File: config.mk
export PLATFORM = sky130hd
export DESIGN_NAME = spi_frame_engine
export DESIGN_NICKNAME = d
export VERILOG_FILES = /design/src/rtl/spi_frame_engine.sv
export SDC_FILE = /design/constraint.sdc
export NUM_CORES = 1
export LEC_CHECK = 0
export CAP_MARGIN = 5
export CORE_MARGIN = 2
export CORE_UTILIZATION = 57
export DETAILED_ROUTE_END_ITERATION = 6
export GPL_TIMING_DRIVEN = 0
export PLACE_DENSITY = 0.94
export SLEW_MARGIN = 25
export SYNTH_ARGS = -nofsm -noshare
export SYNTH_HDL_FRONTEND = slang
export SYNTH_SLANG_ARGS = --single-unit
File: constraint.sdc
create_clock -name clk -period 2.8 [get_ports clk]
set_input_delay 0.56 -clock clk [delete_from_list [all_inputs] [get_ports clk]]
set_output_delay 0.56 -clock clk [all_outputs]
set_load 0.01 [all_outputs]
File: src/rtl/spi_frame_engine.sv
`default_nettype none
// ============================================================================
//  Module   : spi_frame_engine
//  Purpose  : SPI mode-0 slave frame decoder. Captures an 8-bit command, then
//             either a 32-bit write word (cmd[7]=0) or serves a 32-bit read
//             word fetched from the system side (cmd[7]=1).
//  Revision : 1.0  initial release
// ============================================================================
module spi_frame_engine (
   input  logic        clk,
   input  logic        rst_n,
   input  logic        sck,
   input  logic        sdi,
   input  logic        cs,
   output logic        sdo,
   output logic [7:0]  cmd,
   output logic        cmd_valid,
   output logic [6:0]  wr_addr,
   output logic [31:0] wr_data,
   output logic        wr_valid,
   output logic        rd_req,
   input  logic [31:0] rd_data
);

   typedef enum logic [2:0] {
      IDLE      = 3'd0,
      CMD       = 3'd1,
      WRITE     = 3'd2,
      READ_LOAD = 3'd3,
      READ      = 3'd4,
      DONE      = 3'd5
   } state_t;

   state_t      state;
   state_t      state_nxt;
   logic        sck_d;
   logic        armed;
   logic [5:0]  bit_cnt;
   logic [7:0]  cmd_sh;
   logic [31:0] wr_sh;
   logic [31:0] rd_sh;
   logic        sck_rise;
   logic        sck_fall;
   logic        last_cmd_bit;
   logic        last_data_bit;

   // Edges only count while selected; a cs rise on the same cycle wins.
   assign sck_rise      = sck & ~sck_d & ~cs;
   assign sck_fall      = ~sck & sck_d & ~cs;
   assign last_cmd_bit  = sck_rise && (bit_cnt == 6'd7);
   assign last_data_bit = sck_rise && (bit_cnt == 6'd39);

   // Only the read data phase drives the line; every other state holds it low.
   assign sdo = (state == READ) ? rd_sh[31] : 1'b0;

   // Delayed sck copy for edge detection, and the arm flag that requires
   // cs to be seen high after reset before a frame may start.
   always_ff @(posedge clk or negedge rst_n) begin
      if (!rst_n) begin
         sck_d <= 1'b0;
         armed <= 1'b0;
      end else begin
         sck_d <= sck;
         if (cs) armed <= 1'b1;
      end
   end

   // State register.
   always_ff @(posedge clk or negedge rst_n) begin
      if (!rst_n) state <= IDLE;
      else        state <= state_nxt;
   end

   // Next-state logic; deselect returns to IDLE from anywhere.
   always_comb begin
      state_nxt = state;
      if (cs) begin
         state_nxt = IDLE;
      end else begin
         case (state)
            IDLE:      if (armed) state_nxt = CMD;
            CMD:       if (last_cmd_bit) state_nxt = cmd_sh[6] ? READ_LOAD : WRITE;
            WRITE:     if (last_data_bit) state_nxt = DONE;
            // rd_req is high on the first READ_LOAD cycle; rd_data arrives on the next.
            READ_LOAD: if (!rd_req) state_nxt = READ;
            READ:      if (last_data_bit) state_nxt = DONE;
            DONE:      state_nxt = DONE;
            default:   state_nxt = IDLE;
         endcase
      end
   end

   // Shift registers, bit counter, captured outputs and one-cycle strobes.
   always_ff @(posedge clk or negedge rst_n) begin
      if (!rst_n) begin
         bit_cnt   <= 6'd0;
         cmd_sh    <= 8'd0;
         wr_sh     <= 32'd0;
         rd_sh     <= 32'd0;
         cmd       <= 8'd0;
         wr_addr   <= 7'd0;
         wr_data   <= 32'd0;
         cmd_valid <= 1'b0;
         wr_valid  <= 1'b0;
         rd_req    <= 1'b0;
      end else begin
         cmd_valid <= 1'b0;
         wr_valid  <= 1'b0;
         rd_req    <= 1'b0;
         case (state)
            IDLE: begin
               bit_cnt <= 6'd0;
            end
            CMD: begin
               if (sck_rise) begin
                  cmd_sh  <= {cmd_sh[6:0], sdi};
                  bit_cnt <= bit_cnt + 6'd1;
                  if (bit_cnt == 6'd7) begin
                     cmd       <= {cmd_sh[6:0], sdi};
                     cmd_valid <= 1'b1;
                     rd_req    <= cmd_sh[6];
                  end
               end
            end
            WRITE: begin
               if (sck_rise) begin
                  wr_sh   <= {wr_sh[30:0], sdi};
                  bit_cnt <= bit_cnt + 6'd1;
                  if (bit_cnt == 6'd39) begin
                     wr_data  <= {wr_sh[30:0], sdi};
                     wr_addr  <= cmd[6:0];
                     wr_valid <= 1'b1;
                  end
               end
            end
            READ_LOAD: begin
               if (!rd_req) rd_sh <= rd_data;
            end
            READ: begin
               if (sck_rise) bit_cnt <= bit_cnt + 6'd1;
               // The falling edge that follows the last command bit must not
               // shift, otherwise the MSB would never be presented to the host.
               if (sck_fall && (bit_cnt != 6'd8)) rd_sh <= {rd_sh[30:0], 1'b0};
            end
            default: begin
            end
         endcase
      end
   end

endmodule
`default_nettype wire

==> impl_results.md, run 1 <==
* Worst VDD drop at around 0.46 mV
* RR Endpoint: wr_data[25]$_DFFE_PN0P_
* Post-route ant nets at 0
* RSZ-0062 raised after global routing: no
* Post-synth EDFFs at 0
* Sink Count at 131
* Final Hold Slack at approximately 480 ps
* Slew @ Worst Pin at 539 ps
* Post-synthesis sequential area ratio at 59.9%
* Count of unique library cells instantiated by Yosys at 43
* Syn Inst Count at 419
* Vias in the first global route at 3981
* Dpl cells at 636
* Core area at 0.00928 mm2
* # rows at 35
* Achievable frequency at ~390 MHz
* DP HPWL at ~7.9 mm
* Place WS at 37.0 ps
* Setup Skew at 6.54 ps
* Drt first-iter violations at 297
* Period utilisation layout at 91.4%
* Port bufs at 87
* Critical Path End: sdo
* Final WL at 12.4 mm
* Total nets after synthesis at roughly 460
* DR vias/cell at 5.57
* Worst setup path startpoint: state[1]$_DFFE_PN0P_
* Ant. Diodes at 0
* Chip Width at around 100 um
* Avg Cell Area, Syn at 13.1 um2
* Drt pass-1 iters at 4
* Syn Std Cell Area at 0.00548 mm2
* Setup TNS at 0 ps
* Flop2flop setup slack at about 500 ps
* HP Class: reg -> reg
* Ys async rst share at 100%
* Req. time, crit path at 2240 ps
* Total gr overflow at 0
* Max Buffers Root-to-Sink at 2
* Post-route DRC at 0
* GPL Wtd Cong at 0.829
* Skew-Pair Late Insertion Delay at between 500 and 600 ps
* Max-Slew Margin vs Limit at 63.8%
* Final hold viol count at 0
* Vias at 3723
* Root Buffer: clkbuf_8
* Minimum clock period at between 2000 and 3000 ps
* Commonest cells in the synthesized netlist: dfrtp_1 (131), mux2_2 (82), nand2_1 (44)
* H-tree depth at 4
* Final worst slack at 242 ps
* Final Non-Filler Cells at 668
* Num CTS Buffers at 17
* Nets@finish at 565
* Share of layout cells above drive strength 1 at 26.0%
* Ports at 88
* Die height at 102 um
* Die area at 0.0104 mm2
* Synthesis warning total at 0
* Final setup violation count at 0
* CTS tree: yes
* CP Data Arrival Time at 2000 ps
* Area grow syn2layout at 29.6%
* Worst setup EP type: primary output
* Most frequent cell after synthesis: dfrtp_1
* Critical path class: reg -> out
* Pwr/cell area at 583 mW/mm2
* Fin util at between 70% and 80%
* Startpoint types: register
* Pin count of the biggest net entering global routing at 75
* Synth top area share at 59.9%
* R2r startpoint: bit_cnt[0]$_DFFE_PN0P_
* First-pass GRT wire length at 20.1 mm
* Max Transition Viols Final at 0
* Initial core utilization at 59.0%
* Routed len/inst at 18.6 um
* Status: finished clean
* Area after DPL at 0.00654 mm2
* Initial antenna violation count at 0
* Max-cap violations at 0
* Clock-pin slew on the worst setup and hold paths at around 60 ps
* CTS resizes at 0
* LEAKAGE at 3.30 nW
* Worst Path Max Fanout at 10
* Synth area leader: dfrtp_1
* Final Power at 4.14 mW
* Seq cells post-synth at ~130
* R2R cell count at 6
* Synth Flop Type: dfrtp_1
* Synth top area cells: dfrtp_1 (60%), mux2_2 (17%), mux2i_1 (6.2%)
* Post-route cell area at 0.00710 mm2
* Post-CTS setup buffer count at 0
* GR Util All Layers at 25.8%
[cell families (layout without fill, tap and decap cells)]
logic type | Yosys count | count (layout) | synth area share (%)
multiplexers | 119 | 119 | 23.7
buffers and inverters | 30 | 150 | 2.56
XOR/XNOR | 2 | 2 | 0.320
adder cells (fa/ha/maj) | 3 | 3 | 0.640
AND/OR/NAND/NOR | 82 | 82 | 7.34
flip-flops | 131 | 131 | 59.9
AO/OA/AOI/OAI | 52 | 52 | 5.58
[worst min-delay path by stage]
stage / cells after the start / slack, ps / end / from
final: 1 / 480 / cmd[7]$_DFFE_PN0P_ / cmd[7]$_DFFE_PN0P_
after floorplan: 0 / 260 / armed$_DFFE_PN0P_ / rst_n
after global placement: 2 / 460 / rd_sh[12]$_DFFE_PN0P_ / rd_sh[12]$_DFFE_PN0P_
after global routing: 2 / 510 / rd_sh[20]$_DFFE_PN0P_ / rd_sh[20]$_DFFE_PN0P_
after CTS: 1 / 480 / cmd[7]$_DFFE_PN0P_ / cmd[7]$_DFFE_PN0P_
after detailed placement: 1 / 470 / cmd[7]$_DFFE_PN0P_ / cmd[7]$_DFFE_PN0P_
[flip-flops by register name, indices dropped and copies added (netlist names)]
signal     count
armed          1
bit_cnt        6
cmd            8
cmd_sh         7
cmd_valid      1
rd_req         1
rd_sh         32
sck_d          1
state          3
wr_addr        7
wr_data       32
wr_sh         31
wr_valid       1
[critical path, stage by stage, from the launching register on]
cell and delay (ps):
dfrtp_1 410, buf_6 160, nor2_1 170, and3_1 170, clkdlybuf4s50_1 570
[report_power, final]
part	internal [mW]	switching, mW
Combinational	0.0857	0.0816
Clock	1.14	0.894
Sequential	1.92	0.0219
Total	3.14	0.997
[layout by cell type (no fill, tap or decap), types with 2 or more instances in the layout]
cell type        count
a211oi_1             2
a21oi_1              4
and3_1               2
buf_2               16
clkbuf_1             6
clkbuf_16           16
clkbuf_8             2
clkdlybuf4s50_1     86
clkinv_4             2
clkinvlp_4           4
dfrtp_1            131
ha_1                 2
inv_1                6
inv_6                4
inv_8                3
mux2_1               3
mux2_2              82
mux2i_1             34
nand2_1             44
nand2b_1             4
nand3_1              4
nor2_1               9
nor3_1               5
o211ai_1             2
o21ai_0             35
or4_1                2
xnor2_1              2
[layout make-up]
cell class	instances	area [um2]
multi-input combinational	258	2060
sequential	131	3280
tap	129	161
clock inverter	14	121
inverter	6	22.5
buffer	23	114
fill	537	2190
clock buffer	18	428
timing repair buffer	89	913
[routing by layer]
layer / vias to the layer above / global-route usage (%) / wire length (um)
met5: - / 0 / 0
met4: 0 / 6.26 / 128
met3: 17 / 9.23 / 903
met2: 135 / 44.7 / 6290
met1: 1875 / 31.0 / 5070
li1: 1696 / - / -
[repair_timing]
item,4_1_cts,5_1_grt
hold buffers,1,0
endpoints found under the hold margin,57,0
setup endpoints to repair,0,1
Note: power is estimated with default switching activity, not from simulation.
==> inputs of run 2 (changes only) <==
- CORE_UTILIZATION: 57 -> 48
- PLACE_DENSITY: 0.94 -> 0.86
- SKIP_LAST_GASP: not set -> 1
- clock period: 2.8 -> 2.2 ns (I/O delays scaled with it)
==> impl_results.md, run 2 (synthesis results as in run 1) <==
* GR Util All Layers at 19.6% (-6.2 points)
* Nets@finish at 565 (unchanged)
* Max-cap violations at 0 (unchanged)
* DR vias/cell at 5.26 (-5.6%)
* Area grow syn2layout at 30.6%
* Status: finished clean
* LEAKAGE at 3.30 nW (+0.24%)
* Startpoint types: primary input
* Fin util at 63.4% (-13 points)
* Vias at 3587 (-3.7%)
* Final Hold Slack at 477 ps (-2.43 ps)
* Final hold viol count at 0 (unchanged)
* Routed len/inst at 16.5 um (-11%)
* Die height at 111 um (+8.6%)
* Commonest non-fill, non-tap cell in the layout: dfrtp_1
* GPL Wtd Cong at 0.850 (+2.6%)
* CP Data Arrival Time at 2380 ps (+380 ps)
* Final setup violation count at 0 (unchanged)
* Final WL at 11.3 mm (-9.1%)
* Root Buffer: clkbuf_16
* Ports at 88 (unchanged)
* DP HPWL at 7.56 mm (-4.4%)
* Global-route track usage on met2 at 31.1% (-14 points)
* Most frequent cells in the layout: dfrtp_1 (131), clkdlybuf4s50_1 (85), mux2_2 (82), nand2_1 (44), o21ai_0 (35)
* Met1 GRT Util at 24.8% (-6.2 points)
* Slew @ Worst Pin at 543 ps (+3.79 ps)
* Drt first-iter violations at 180 (-39%)
* Post-CTS setup buffer count at 0 (unchanged)
* Period utilisation layout at between 90 and 100%
* Post-route ant nets at 0 (unchanged)
* Share of layout cells above drive strength 1 at 26.9% (+0.93 points)
* Area occupied by multi-input gates at 0.00209 mm2 (+1.5%)
* Sink Count at 131 (unchanged)
* # rows at 39 (+11%)
* Post-route DRC at 0 (unchanged)
* Core area at 0.0113 mm2 (+21%)
* Worst Path Max Fanout at 10 (unchanged)
* Setup TNS at 0 ps (unchanged)
* Req. time, crit path at 2490 ps (+250 ps)
* M3 GR Usage at 7.55% (-1.7 points)
* Ant. Diodes at 0 (unchanged)
* Critical path class: in -> reg
* Total gr overflow at 0 (unchanged)
* Leading registers by flop count: rd_sh: 32 flops, wr_data: 32 flops, wr_sh: 31 flops
* Initial core utilization at 48.6% (-10 points)
* Minimum clock period at 2090 ps
* Pwr/cell area at 737 mW/mm2 (+26%)
* Chip Width at 111 um (+8.6%)
* Fillcell total at 843 (+57%)
* Setup Skew at 8.97 ps (+2.43 ps)
* Pin count of the biggest net entering global routing at 69 (-8.0%)
* RSZ-0062 raised after global routing: no
* Initial antenna violation count at 0 (unchanged)
* CTS tree: yes
* Clock-pin slew on the worst setup and hold paths at 60 ps (about the same)
* Worst VDD drop at 0.503 mV (+10%)
* Port bufs at 87 (unchanged)
* Flip-flop and latch area at 0.00328 mm2 (unchanged)
* H-tree depth at 4 (unchanged)
* Grt peak-use layer: met2
* Max-Slew Margin vs Limit at 63.5% (-0.25 points)
* Num CTS Buffers at 17 (unchanged)
* Worst setup EP type: register
* Max Buffers Root-to-Sink at 2 (unchanged)
* Achievable frequency at 479 MHz
* HP Class: reg -> reg
* First-pass GRT wire length at 19.2 mm (-4.4%)
* Drt pass-1 iters at 6 (+2)
* Max Transition Viols Final at 0 (unchanged)
* Die area at 0.0123 mm2 (+18%)
* Skew-Pair Late Insertion Delay at 410 ps (-110 ps)
* Vias in the first global route at 3870 (-2.8%)
[run 2: critical path: stages]
cell             delay (ps)
clkdlybuf4s50_1         540
nor3b_4                 400
and2_4                  240
nand3_2                 150
buf_4                   250
mux2_1                  330
[run 2: repair_timing]
action | CTS | global route
hold buffers | 1 | 0
resized for setup | 4 | 8
setup endpoints to repair | 32 | 62
cloned | 0 | 0
pin swaps | 1 | 0
endpoints found under the hold margin | 63 | 0
[run 2: path summary, 6_finish.rpt]
| check | from | endpoint | slack (ps) | cells after the start |
|---|---|---|---|---|
| worst max-delay path | cs | wr_data[25]$_DFFE_PN0P_ | 110 | 6 |
| worst min-delay path | rd_sh[4]$_DFFE_PN0P_ | rd_sh[4]$_DFFE_PN0P_ | 480 | 2 |
| worst max register to register | bit_cnt[0]$_DFFE_PN0P_ | wr_data[25]$_DFFE_PN0P_ | 140 | 6 |
| worst min register to register | rd_sh[4]$_DFFE_PN0P_ | rd_sh[4]$_DFFE_PN0P_ | 480 | 2 |
| max in group asynchronous | rst_n | rd_sh[3]$_DFFE_PN0P_ | 950 | 3 |
| min in group asynchronous | rst_n | wr_data[5]$_DFFE_PN0P_ | 570 | 2 |
[run 2: area by class of cell]
| class | instances | area share, % |
|---|---|---|
| clock inverters | 15 | 1.73 |
| flip-flops and latches | 131 | 45.9 |
| multi-input cells | 258 | 29.2 |
| repair buffers | 89 | 12.8 |
| plain buffers | 23 | 1.68 |
| well taps | 143 | 2.50 |
| clock buffers | 17 | 5.95 |
| inverters | 6 | 0.315 |
[run 2: metal layers]
metal | routed length, um | up-vias
li1 | - | 1689
met1 | 4900 | 1775
met2 | 5400 | 103
met3 | 793 | 20
met4 | 162 | 0
met5 | 0 | -
[run 2: metrics by stage]
step	worst slack (ps)	std cells	power (mW)	instance area (um2)
2_1_floorplan	362	419	2.57	5480
3_3_place_gp	-4190	649	2.70	6530
3_5_place_dp	-463	650	2.72	6560
4_1_cts	47.7	682	5.32	7130
5_1_grt	20.2	682	5.46	7150
6_report	112	682	5.27	7150
[run 2: report_power, final]
part | internal [mW] | leakage [nW] | total (mW) | switching (mW)
registers | 2.44 | 1.82 | 2.46 | 0.0226
clock network | 1.47 | 0.261 | 2.59 | 1.12
logic | 0.109 | 1.23 | 0.209 | 0.100
total | 4.02 | 3.30 | 5.27 | 1.25
==> inputs of run 3 (changes only) <==
- ABC_CLOCK_PERIOD_IN_PS: not set -> 2200
- CORE_ASPECT_RATIO: not set -> 1.5
- SLEW_MARGIN: 25 -> 30
==> impl_results.md, run 3 (synthesis results as in run 1) <==
* Initial antenna violation count at 0 (unchanged)
* Logic pwr share at 3.7% (-0.3 points)
* Post-route ant nets at 0 (unchanged)
* Num CTS Buffers at 17 (unchanged)
* Total gr overflow at 0 (unchanged)
* Die area at 0.0123 mm2 (+0.15%)
* Final worst slack at -39.3 ps (-151 ps)
* Chip Width at 91.2 um (-18%)
* Final Non-Filler Cells at 689 (+1.0%)
* Die height at 135 um (+22%)
* Commonest non-fill, non-tap cell in the layout: dfrtp_1
* Worst setup path startpoint: bit_cnt[0]$_DFFE_PN0P_
* Ant. Diodes at 0 (unchanged)
* Ports at 88 (unchanged)
* Dpl cells at 654 (+0.62%)
* Drt pass-1 iters at 4 (-2)
* LEAKAGE at 3.37 nW (+2.0%)
* Switch Pwr at 1.19 mW (-4.3%)
* Area grow syn2layout at 32.2%
* Routed len/inst at 16.1 um (-2.5%)
* # rows at 47 (+21%)
* Slew @ Worst Pin at 503 ps (-40.2 ps)
* Max-cap violations at 0 (unchanged)
* Area occupied by multi-input gates at 0.00207 mm2 (-0.78%)
* Core area at 0.0111 mm2 (-1.9%)
* DP HPWL at 7.64 mm (+1.0%)
* Vias at 3664 (+2.1%)
* Fin util at 65.5% (+2.1 points)
* Flip-flop and latch area at 0.00328 mm2 (unchanged)
* Failing checks: negative setup slack
* RSZ-0062 raised after global routing: yes
* Worst Path Max Fanout at 10 (unchanged)
* Clock-pin slew on the worst setup and hold paths at 60 ps (about the same)
* Initial core utilization at 49.5% (+0.95 points)
* Share of power burned in the clock network at 52.7% (+3.5 points)
* Startpoint types: register
* Max Transition Viols Final at 0 (unchanged)
* HP Class: reg -> reg
* Internal at 4.46 mW (+11%)
* CP Data Arrival Time at 2530 ps (+150 ps)
* Leading registers by flop count: rd_sh: 32 flops, wr_data: 32 flops, wr_sh: 31 flops
* Minimum clock period at 2240 ps (+151 ps)
* Pin count of the biggest net entering global routing at 80 (+16%)
* Port bufs at 87 (unchanged)
* Worst setup EP type: register
* Req. time, crit path at 2490 ps (about the same)
* Max-Slew Margin vs Limit at 66.2% (+2.7 points)
* Share of layout cells above drive strength 1 at 26.8% (-0.15 points)
* Flop pwr share at 43.5% (-3.3 points)
* Status: finished, violations left
* Skew-Pair Late Insertion Delay at 410 ps (about the same)
* Sw Ratio at 21.1% (-2.6 points)
* Final hold viol count at 0 (unchanged)
* Fillcell total at 816 (-3.2%)
* Sink Count at 131 (unchanged)
* Period utilisation layout at 102% (+6.9 points)
* Final WL at 11.1 mm (-1.5%)
* Worst VDD drop at 0.559 mV (+11%)
* R2r startpoint: bit_cnt[0]$_DFFE_PN0P_
* Achievable frequency at 447 MHz (-6.7%)
* Vias in the first global route at 3822 (-1.2%)
* First-pass GRT wire length at 18.4 mm (-4.3%)
* CTS tree: yes
* Drt first-iter violations at 207 (+15%)
* Nets@finish at 568 (+0.53%)
* Pwr/cell area at 781 mW/mm2 (+6.1%)
* Root Buffer: clkbuf_16
* Critical path class: reg -> reg
* Hold path start: rd_sh[26]$_DFFE_PN0P_
* GR Util All Layers at 18.9% (-0.66 points)
* Final setup violation count at 22 (+22)
* Most frequent cells in the layout: dfrtp_1 (131), clkdlybuf4s50_1 (85), mux2_2 (82), nand2_1 (44), o21ai_0 (35)
* GPL Wtd Cong at 0.790 (-7.1%)
* Post-route DRC at 0 (unchanged)
* Max Buffers Root-to-Sink at 2 (unchanged)
* Setup Skew at 7.12 ps (-1.85 ps)
* DR vias/cell at 5.32 (+1.1%)
* Final Hold Slack at 485 ps (+7.87 ps)
* H-tree depth at 4 (unchanged)
==> run 3: layout make-up <==
| cell class | instances | area share (%) |
|---|---|---|
| flip-flops and latches | 131 | 45.3 |
| multi-input cells | 258 | 28.6 |
| repair buffers | 92 | 12.9 |
| clock buffers | 17 | 5.88 |
| clock inverters | 15 | 2.80 |
| well taps | 147 | 2.54 |
| plain buffers | 23 | 1.66 |
| inverters | 6 | 0.311 |
==> run 3: final timing paths <==
check / endpoint / slack (ps) / cells after the start
hold reg to reg: rd_sh[26]$_DFFE_PN0P_ / 480 / 2
setup / recovery: wr_data[15]$_DFFE_PN0P_ / -40 / 6
min in group asynchronous: rd_sh[5]$_DFFE_PN0P_ / 550 / 2
max in group asynchronous: wr_sh[26]$_DFFE_PN0P_ / 950 / 3
setup reg to reg: wr_data[15]$_DFFE_PN0P_ / -40 / 6
hold / removal: rd_sh[26]$_DFFE_PN0P_ / 480 / 2
==> run 3: power groups by stage <==
stage	combinational, mW	clock (mW)	sequential [mW]
finish	0.212	2.98	2.46
global route	0.235	3.15	2.47
CTS	0.212	3.04	2.46
detailed placement	0.209	0	2.51
global placement	0.194	0	2.51
floorplan	0.0730	0	2.50
==> run 3: repair_timing <==
item                                   in CTS  in global routing
endpoints found under the hold margin      52                  0
resized for setup                           1                  8
pin swaps                                   1                  1
setup buffers                               0                  3
setup endpoints to repair                   4                 57
hold buffers                                1                  0
==> run 3: layer usage <==
| metal | share of wire [%] | routed length (um) | up-vias | GRT usage [%] |
|---|---|---|---|---|
| li1 | - | - | 1697 | - |
| met1 | 41 | 4530 | 1848 | 21.9 |
| met2 | 53 | 5850 | 98 | 32.9 |
| met3 | 4.4 | 493 | 21 | 5.13 |
| met4 | 1.9 | 214 | 0 | 8.00 |
| met5 | 0 | 0 | - | 0 |
==> run 3: through the flow <==
step | total power [mW] | setup slack [ps] | instance area, um2 | setup TNS [ps]
6_report | 5.66 | -39.3 | 7240 | -505
5_1_grt | 5.86 | -157 | 7240 | -4860
4_1_cts | 5.72 | -26.3 | 7200 | -57.8
3_5_place_dp | 2.72 | -465 | 6560 | -24510
3_3_place_gp | 2.70 | -4190 | 6530 | -570850
2_1_floorplan | 2.57 | 362 | 5480 | 0
==> run 3: critical path, stage by stage, from the launching register on <==
cell      delay [ps]
dfrtp_1          400
ha_1             230
nor4bb_2         390
and2_1           260
nand3_1          230
buf_2            290
mux2_2           310
